File: config.mk
export PLATFORM = sky130hd
export DESIGN_NAME = pippenger_bucket_reduce
export DESIGN_NICKNAME = d
export VERILOG_FILES = /design/src/rtl/pippenger_bucket_reduce.sv
export SDC_FILE = /design/constraint.sdc
export NUM_CORES = 2
export LEC_CHECK = 0
export ABC_CLOCK_PERIOD_IN_PS = 54200
export CORE_AREA = 2 2 285 287
export CTS_CLUSTER_SIZE = 40
export DETAILED_ROUTE_END_ITERATION = 8
export DIE_AREA = 0 0 287 289
export MAX_ROUTING_LAYER = met4
export PLACE_DENSITY_LB_ADDON = 0.12
export SLEW_MARGIN = 20
export SYNTH_ARGS = -nofsm -noshare
export SYNTH_HDL_FRONTEND = slang
export SYNTH_SLANG_ARGS = --single-unit
File: constraint.sdc
create_clock -name clk -period 54.2 [get_ports clk]
set_input_delay 16.26 -clock clk [delete_from_list [all_inputs] [get_ports clk]]
set_output_delay 16.26 -clock clk [all_outputs]
set_load 0.05 [all_outputs]
File: src/rtl/pippenger_bucket_reduce.sv
// Running-sum bucket reduction for one Pippenger window: R = sum_j j*B[j].
// Toy curve y^2 = x^3 + 2x + b over GF(251); one shared multi-cycle affine point adder.

package pippenger_pkg;
  localparam logic [7:0] FIELD_P = 8'd251;
  localparam logic [7:0] CURVE_A = 8'd2;

  typedef struct packed {
    logic       inf;
    logic [7:0] x;
    logic [7:0] y;
  } curve_point_t;

  localparam curve_point_t INF_POINT = '{inf: 1'b1, x: 8'd0, y: 8'd0};

  function automatic logic [7:0] mod_add(input logic [7:0] a, input logic [7:0] b);
    logic [8:0] s;
    s = {1'b0, a} + {1'b0, b};
    return (s >= {1'b0, FIELD_P}) ? 8'(s - {1'b0, FIELD_P}) : s[7:0];
  endfunction

  function automatic logic [7:0] mod_sub(input logic [7:0] a, input logic [7:0] b);
    return (a >= b) ? (a - b) : 8'({1'b0, a} + {1'b0, FIELD_P} - {1'b0, b});
  endfunction

  function automatic logic [7:0] mod_mul(input logic [7:0] a, input logic [7:0] b);
    logic [15:0] prod;
    prod = {8'd0, a} * {8'd0, b};
    return 8'(prod % {8'd0, FIELD_P});
  endfunction
endpackage

// Affine point adder. Reset is an active-high start pulse that latches P/Q;
// the slope denominator is inverted by Fermat exponentiation, one bit per cycle.
module point_add
  import pippenger_pkg::*;
(
  input  logic         clk,
  input  logic         rst_n,
  input  logic         Reset,
  input  curve_point_t P,
  input  curve_point_t Q,
  output curve_point_t R,
  output logic         Done
);
  typedef enum logic [1:0] {ADD_IDLE, ADD_INV, ADD_FIN} add_state_t;

  localparam logic [7:0] INV_EXP = FIELD_P - 8'd2;

  add_state_t   state_q, state_d;
  logic [7:0]   x1_q, x1_d, y1_q, y1_d, x2_q, x2_d;
  logic [7:0]   num_q, num_d, base_q, base_d, inv_q, inv_d;
  logic [2:0]   bit_q, bit_d;
  curve_point_t r_q, r_d;
  logic         done_q, done_d;
  logic [7:0]   lam, x3, y3;

  always_comb begin
    state_d = state_q;
    x1_d    = x1_q;
    y1_d    = y1_q;
    x2_d    = x2_q;
    num_d   = num_q;
    base_d  = base_q;
    inv_d   = inv_q;
    bit_d   = bit_q;
    r_d     = r_q;
    done_d  = done_q;
    lam     = mod_mul(num_q, inv_q);
    x3      = mod_sub(mod_sub(mod_mul(lam, lam), x1_q), x2_q);
    y3      = mod_sub(mod_mul(lam, mod_sub(x1_q, x3)), y1_q);

    if (Reset) begin
      x1_d    = P.x;
      y1_d    = P.y;
      x2_d    = Q.x;
      inv_d   = 8'd1;
      bit_d   = 3'd0;
      done_d  = 1'b0;
      state_d = ADD_INV;
      // Degenerate operand pairs resolve without the inversion pass.
      if (P.inf) begin
        r_d = Q; done_d = 1'b1; state_d = ADD_IDLE;
      end else if (Q.inf) begin
        r_d = P; done_d = 1'b1; state_d = ADD_IDLE;
      end else if (P.x == Q.x && mod_add(P.y, Q.y) == 8'd0) begin
        r_d = INF_POINT; done_d = 1'b1; state_d = ADD_IDLE;
      end else if (P.x == Q.x) begin
        num_d  = mod_add(mod_mul(8'd3, mod_mul(P.x, P.x)), CURVE_A);
        base_d = mod_add(P.y, P.y);
      end else begin
        num_d  = mod_sub(Q.y, P.y);
        base_d = mod_sub(Q.x, P.x);
      end
    end else begin
      case (state_q)
        ADD_INV: begin
          if (INV_EXP[bit_q]) inv_d = mod_mul(inv_q, base_q);
          base_d = mod_mul(base_q, base_q);
          bit_d  = bit_q + 3'd1;
          if (bit_q == 3'd7) state_d = ADD_FIN;
        end
        ADD_FIN: begin
          r_d.inf = 1'b0;
          r_d.x   = x3;
          r_d.y   = y3;
          done_d  = 1'b1;
          state_d = ADD_IDLE;
        end
        default: state_d = ADD_IDLE;
      endcase
    end
  end

  always_ff @(posedge clk or negedge rst_n) begin
    if (!rst_n) begin
      state_q <= ADD_IDLE;
      x1_q    <= 8'd0;
      y1_q    <= 8'd0;
      x2_q    <= 8'd0;
      num_q   <= 8'd0;
      base_q  <= 8'd0;
      inv_q   <= 8'd0;
      bit_q   <= 3'd0;
      r_q     <= INF_POINT;
      done_q  <= 1'b0;
    end else begin
      state_q <= state_d;
      x1_q    <= x1_d;
      y1_q    <= y1_d;
      x2_q    <= x2_d;
      num_q   <= num_d;
      base_q  <= base_d;
      inv_q   <= inv_d;
      bit_q   <= bit_d;
      r_q     <= r_d;
      done_q  <= done_d;
    end
  end

  assign R    = r_q;
  assign Done = done_q;
endmodule

module pippenger_bucket_reduce
  import pippenger_pkg::*;
#(
  parameter int C = 4
) (
  input  logic                     clk,
  input  logic                     Reset,
  input  logic                     Start,
  input  curve_point_t [(2**C)-1:1] B,
  output logic                     Busy,
  output logic                     Done,
  output curve_point_t             R
);
  typedef enum logic [1:0] {IDLE, RUN_ACC, RUN_SUM, DONE} state_t;

  localparam logic [C-1:0] J_MAX = '1;

  state_t       state_q, state_d;
  logic [C-1:0] j_q, j_d;
  curve_point_t acc_q, acc_d, sum_q, sum_d, r_q, r_d;
  logic         wait_q, wait_d;
  curve_point_t b_sel, op_a, op_b, step_res, add_r;
  logic         add_go, add_done, step_done;

  assign b_sel = B[j_q];

  // Both run states share one step engine; only the operand pair and destination differ.
  always_comb begin
    state_d   = state_q;
    j_d       = j_q;
    acc_d     = acc_q;
    sum_d     = sum_q;
    r_d       = r_q;
    wait_d    = wait_q;
    add_go    = 1'b0;
    step_done = 1'b0;
    step_res  = INF_POINT;
    op_a      = (state_q == RUN_SUM) ? sum_q : acc_q;
    op_b      = (state_q == RUN_SUM) ? acc_q : b_sel;

    if (state_q == RUN_ACC || state_q == RUN_SUM) begin
      if (!wait_q) begin
        if (op_a.inf) begin
          step_done = 1'b1;
          step_res  = op_b;
        end else if (op_b.inf) begin
          step_done = 1'b1;
          step_res  = op_a;
        end else begin
          add_go = 1'b1;
          wait_d = 1'b1;
        end
      end else if (add_done) begin
        step_done = 1'b1;
        step_res  = add_r;
        wait_d    = 1'b0;
      end
    end

    case (state_q)
      IDLE, DONE: begin
        if (Start) begin
          j_d     = J_MAX;
          acc_d   = INF_POINT;
          sum_d   = INF_POINT;
          wait_d  = 1'b0;
          state_d = RUN_ACC;
        end
      end
      RUN_ACC: begin
        if (step_done) begin
          acc_d   = step_res;
          state_d = RUN_SUM;
        end
      end
      RUN_SUM: begin
        if (step_done) begin
          sum_d = step_res;
          if (j_q == C'(1)) begin
            r_d     = step_res;
            state_d = DONE;
          end else begin
            j_d     = j_q - C'(1);
            state_d = RUN_ACC;
          end
        end
      end
      default: state_d = IDLE;
    endcase
  end

  always_ff @(posedge clk or negedge Reset) begin
    if (!Reset) begin
      state_q <= IDLE;
      j_q     <= J_MAX;
      acc_q   <= INF_POINT;
      sum_q   <= INF_POINT;
      r_q     <= INF_POINT;
      wait_q  <= 1'b0;
    end else begin
      state_q <= state_d;
      j_q     <= j_d;
      acc_q   <= acc_d;
      sum_q   <= sum_d;
      r_q     <= r_d;
      wait_q  <= wait_d;
    end
  end

  point_add u_add (
    .clk   (clk),
    .rst_n (Reset),
    .Reset (add_go),
    .P     (op_a),
    .Q     (op_b),
    .R     (add_r),
    .Done  (add_done)
  );

  assign Busy = (state_q == RUN_ACC) || (state_q == RUN_SUM);
  assign Done = (state_q == DONE);
  assign R    = r_q;
endmodule

==> impl_metrics.toml <==
[placement]
port_buffers = 276
hpwl_mm = 91.3
gp_routability_congestion = 0.934

[setup_path]
critical_path_class = "flip-flop to flip-flop"
cpMaxStageDelayCell = "or4_1"
cp_data_required_time_ns = 54.56
r2r_cells = 195
cp-start-kind = "flip-flop"
rrSetupSlack_ns = 4.61
endpoint_kind = "flip-flop"
critical_path.most_common_cell = "inv_1"
crit_arrival_ns = 49.95
crit_path_max_incr_delay_ns = 0.76
r2r-end = "u_add.R[7]"
crit_start = "u_add.inv_q[5]"
r2r_start = "u_add.inv_q[5]"
cp_max_fo = 17

[hold_path]
hold_class = "flip-flop to flip-flop"
hold_path_end = "sum_q[1]"
hold_start = "sum_q[1]"
hold_path_depth = 2

[global_routing]
antenna_found_initial = 4
grt_max_degree = 72
grt_overflow_total = 0
grt_util_all_layers_pct = 27.2
grt_pass1_wl_mm = 181
grt_pass1_vias = 35500

[synthesis]
synthFlopType = "dfrtp_1"
yosys.area.top_type = "ha_1"
ys_seq_elements = 129
synthTopCellsByCount = "nand2_1, inv_1, nor2_1"
yosysMostFrequentCell = "nand2_1"
yosys-top-cells-area = "ha_1, fa_1, dfrtp_1, xnor2_1, nand2_1"
syn-mean-instance-area_um2 = 7.63
synth_warnings = 0
netlist.area_leader.share_pct = 11.7
synth_edf_count = 0
synth_nets = 5808
yosysSeqAreaShare_pct = 8.51
async_flop_share_pct = 100
synth_cells = 4992
ys_types = 134
synth_area_um2 = 38100

[clocking]
cts_max_path_buffers = 2
cts-root-buf = "clkbuf_16"
numCtsBuffers = 17
htreeDepth = 4
cts.sinks = 129
clock_latency_ns = 0.47
tritoncts = "done"
clk_pin_slew_ns = 0.06

[floorplan]
die_area_um2 = 82900
start_util_pct = 47.6
core_um2 = 79900
ios = 277
die_x_um = 287
fp.dieH_um = 289
num_rows = 104

[timing]
fin_skew_ns = 0.0193
post-route-min-period_ns = 49.59
tns_ns = 0
rsz0062_at_grt = "false"
hold_viol = 0
period_share_pct = 91.5
slew_viol_final = 0
maxSlewHeadroom_pct = 25.9
setup_viol = 0
worst_slew_pin_slew_ns = 1.11
fmax_mhz = 20.2

[layout]
nets = 5970
drive_above_1_share_pct = 6.72
area_growth_pct = 11.5

[run]
cap_violations = 0

[drt]
totalWireLength_mm = 111
ant_nets = 0
firstDrtPassIters = 6
drc = 0
drt_iter0_drc = 2085
viasPerCell = 5.84
wl_per_cell_um = 17.8
vias = 36400

[run_status]
status = "finished, final reports clean"
-- cells by family after synthesis --
family	Yosys count	share of synthesized area, %
simple gates	1677	21.2
compound gates	1326	23.1
buf+inv	659	6.65
fa+ha+maj	576	22.8
xor+xnor	386	8.98
mux	237	8.73
flops	129	8.51
other cells	2	0.0197
-- layout make-up --
class                           instances  area [µm²]
Fill cell                            7800       37500
Multi-Input combinational cell       4204       32400
Sequential cell                       129        3250
Timing Repair Buffer                  314        3050
Inverter                              488        1830
Tap cell                             1060        1330
Clock buffer                           21         460
Clock inverter                         10         111
Antenna cell                            4        10.0
-- placed cells by master, fill, tap and decap left out, types with 45 or more instances in the layout --
| master | instances |
|---|---|
| o21ai_0 | 304 |
| a211oi_1 | 52 |
| xnor2_1 | 273 |
| a31oi_1 | 45 |
| and2_1 | 142 |
| a21oi_1 | 324 |
| and3_1 | 63 |
| mux2_2 | 53 |
| mux4_2 | 68 |
| mux2i_1 | 106 |
| ha_1 | 356 |
| nand2b_1 | 49 |
| a21o_1 | 68 |
| o211ai_1 | 54 |
| nor2_1 | 480 |
| nor3_1 | 107 |
| or2_2 | 46 |
| nand2_1 | 483 |
| clkdlybuf4s50_1 | 275 |
| dfrtp_1 | 121 |
| inv_1 | 480 |
| fa_1 | 201 |
| nand3_1 | 94 |
| xor2_1 | 105 |
-- critical path: cells and delay by family, from the launching register on --
family	cells	cell delay, ns
xor+xnor	13	3.12
simple gates	48	10.86
compound gates	76	18.34
buf+inv	21	2.12
fa+ha+maj	29	11.33
mux	8	2.97
flops	1	0.66
-- flip-flops by register name (all words and copies together) (netlist names), 17 cells and up --
| name | flops |
|---|---|
| acc_q | 17 |
| sum_q | 17 |
| R | 17 |
| u_add.R | 17 |
-- worst max path at each step --
stage / endpoint / slack [ns]
floorplan: u_add.R[2] / 9.71
global placement: u_add.R[7] / 5.37
detailed placement: u_add.R[7] / 4.06
CTS: u_add.R[7] / 3.77
global route: u_add.R[7] / 0.18
finish: u_add.R[7] / 4.61
-- what timing repair did --
action,in CTS,in global routing
hold buffers,0,0
gates resized for setup,0,6
buffers inserted,0,0
endpoints found under the setup margin,0,8
-- per-stage QoR --
stage          hold slack [ns]  utilization, %  worst slack, ns  instances  cell area [µm²]
4_1_cts                  0.484            53.0             3.77       6226            42400
3_3_place_gp             0.460            52.3             5.37       6195            41800
3_5_place_dp             0.471            52.3             4.06       6195            41800
6_report                 0.480            53.1             4.61       6230            42400
5_1_grt                  0.508            53.1            0.182       6230            42400
2_1_floorplan            0.444               -             9.71       4992            38100
-- metal layers --
| layer | vias up | GRT usage [%] | part of all wire [%] |
|---|---|---|---|
| met4 | 0 | 10.7 | 4.1 |
| li1 | 18000 | - | - |
| met3 | 145 | 2.75 | 4.3 |
| met2 | 988 | 46.2 | 48 |
| met5 | - | - | 0 |
| met1 | 17200 | 33.1 | 43 |
Power is left out: the tool's default activity adds up to more than one toggle a clock period on the data nets, which glitch-free logic cannot reach.
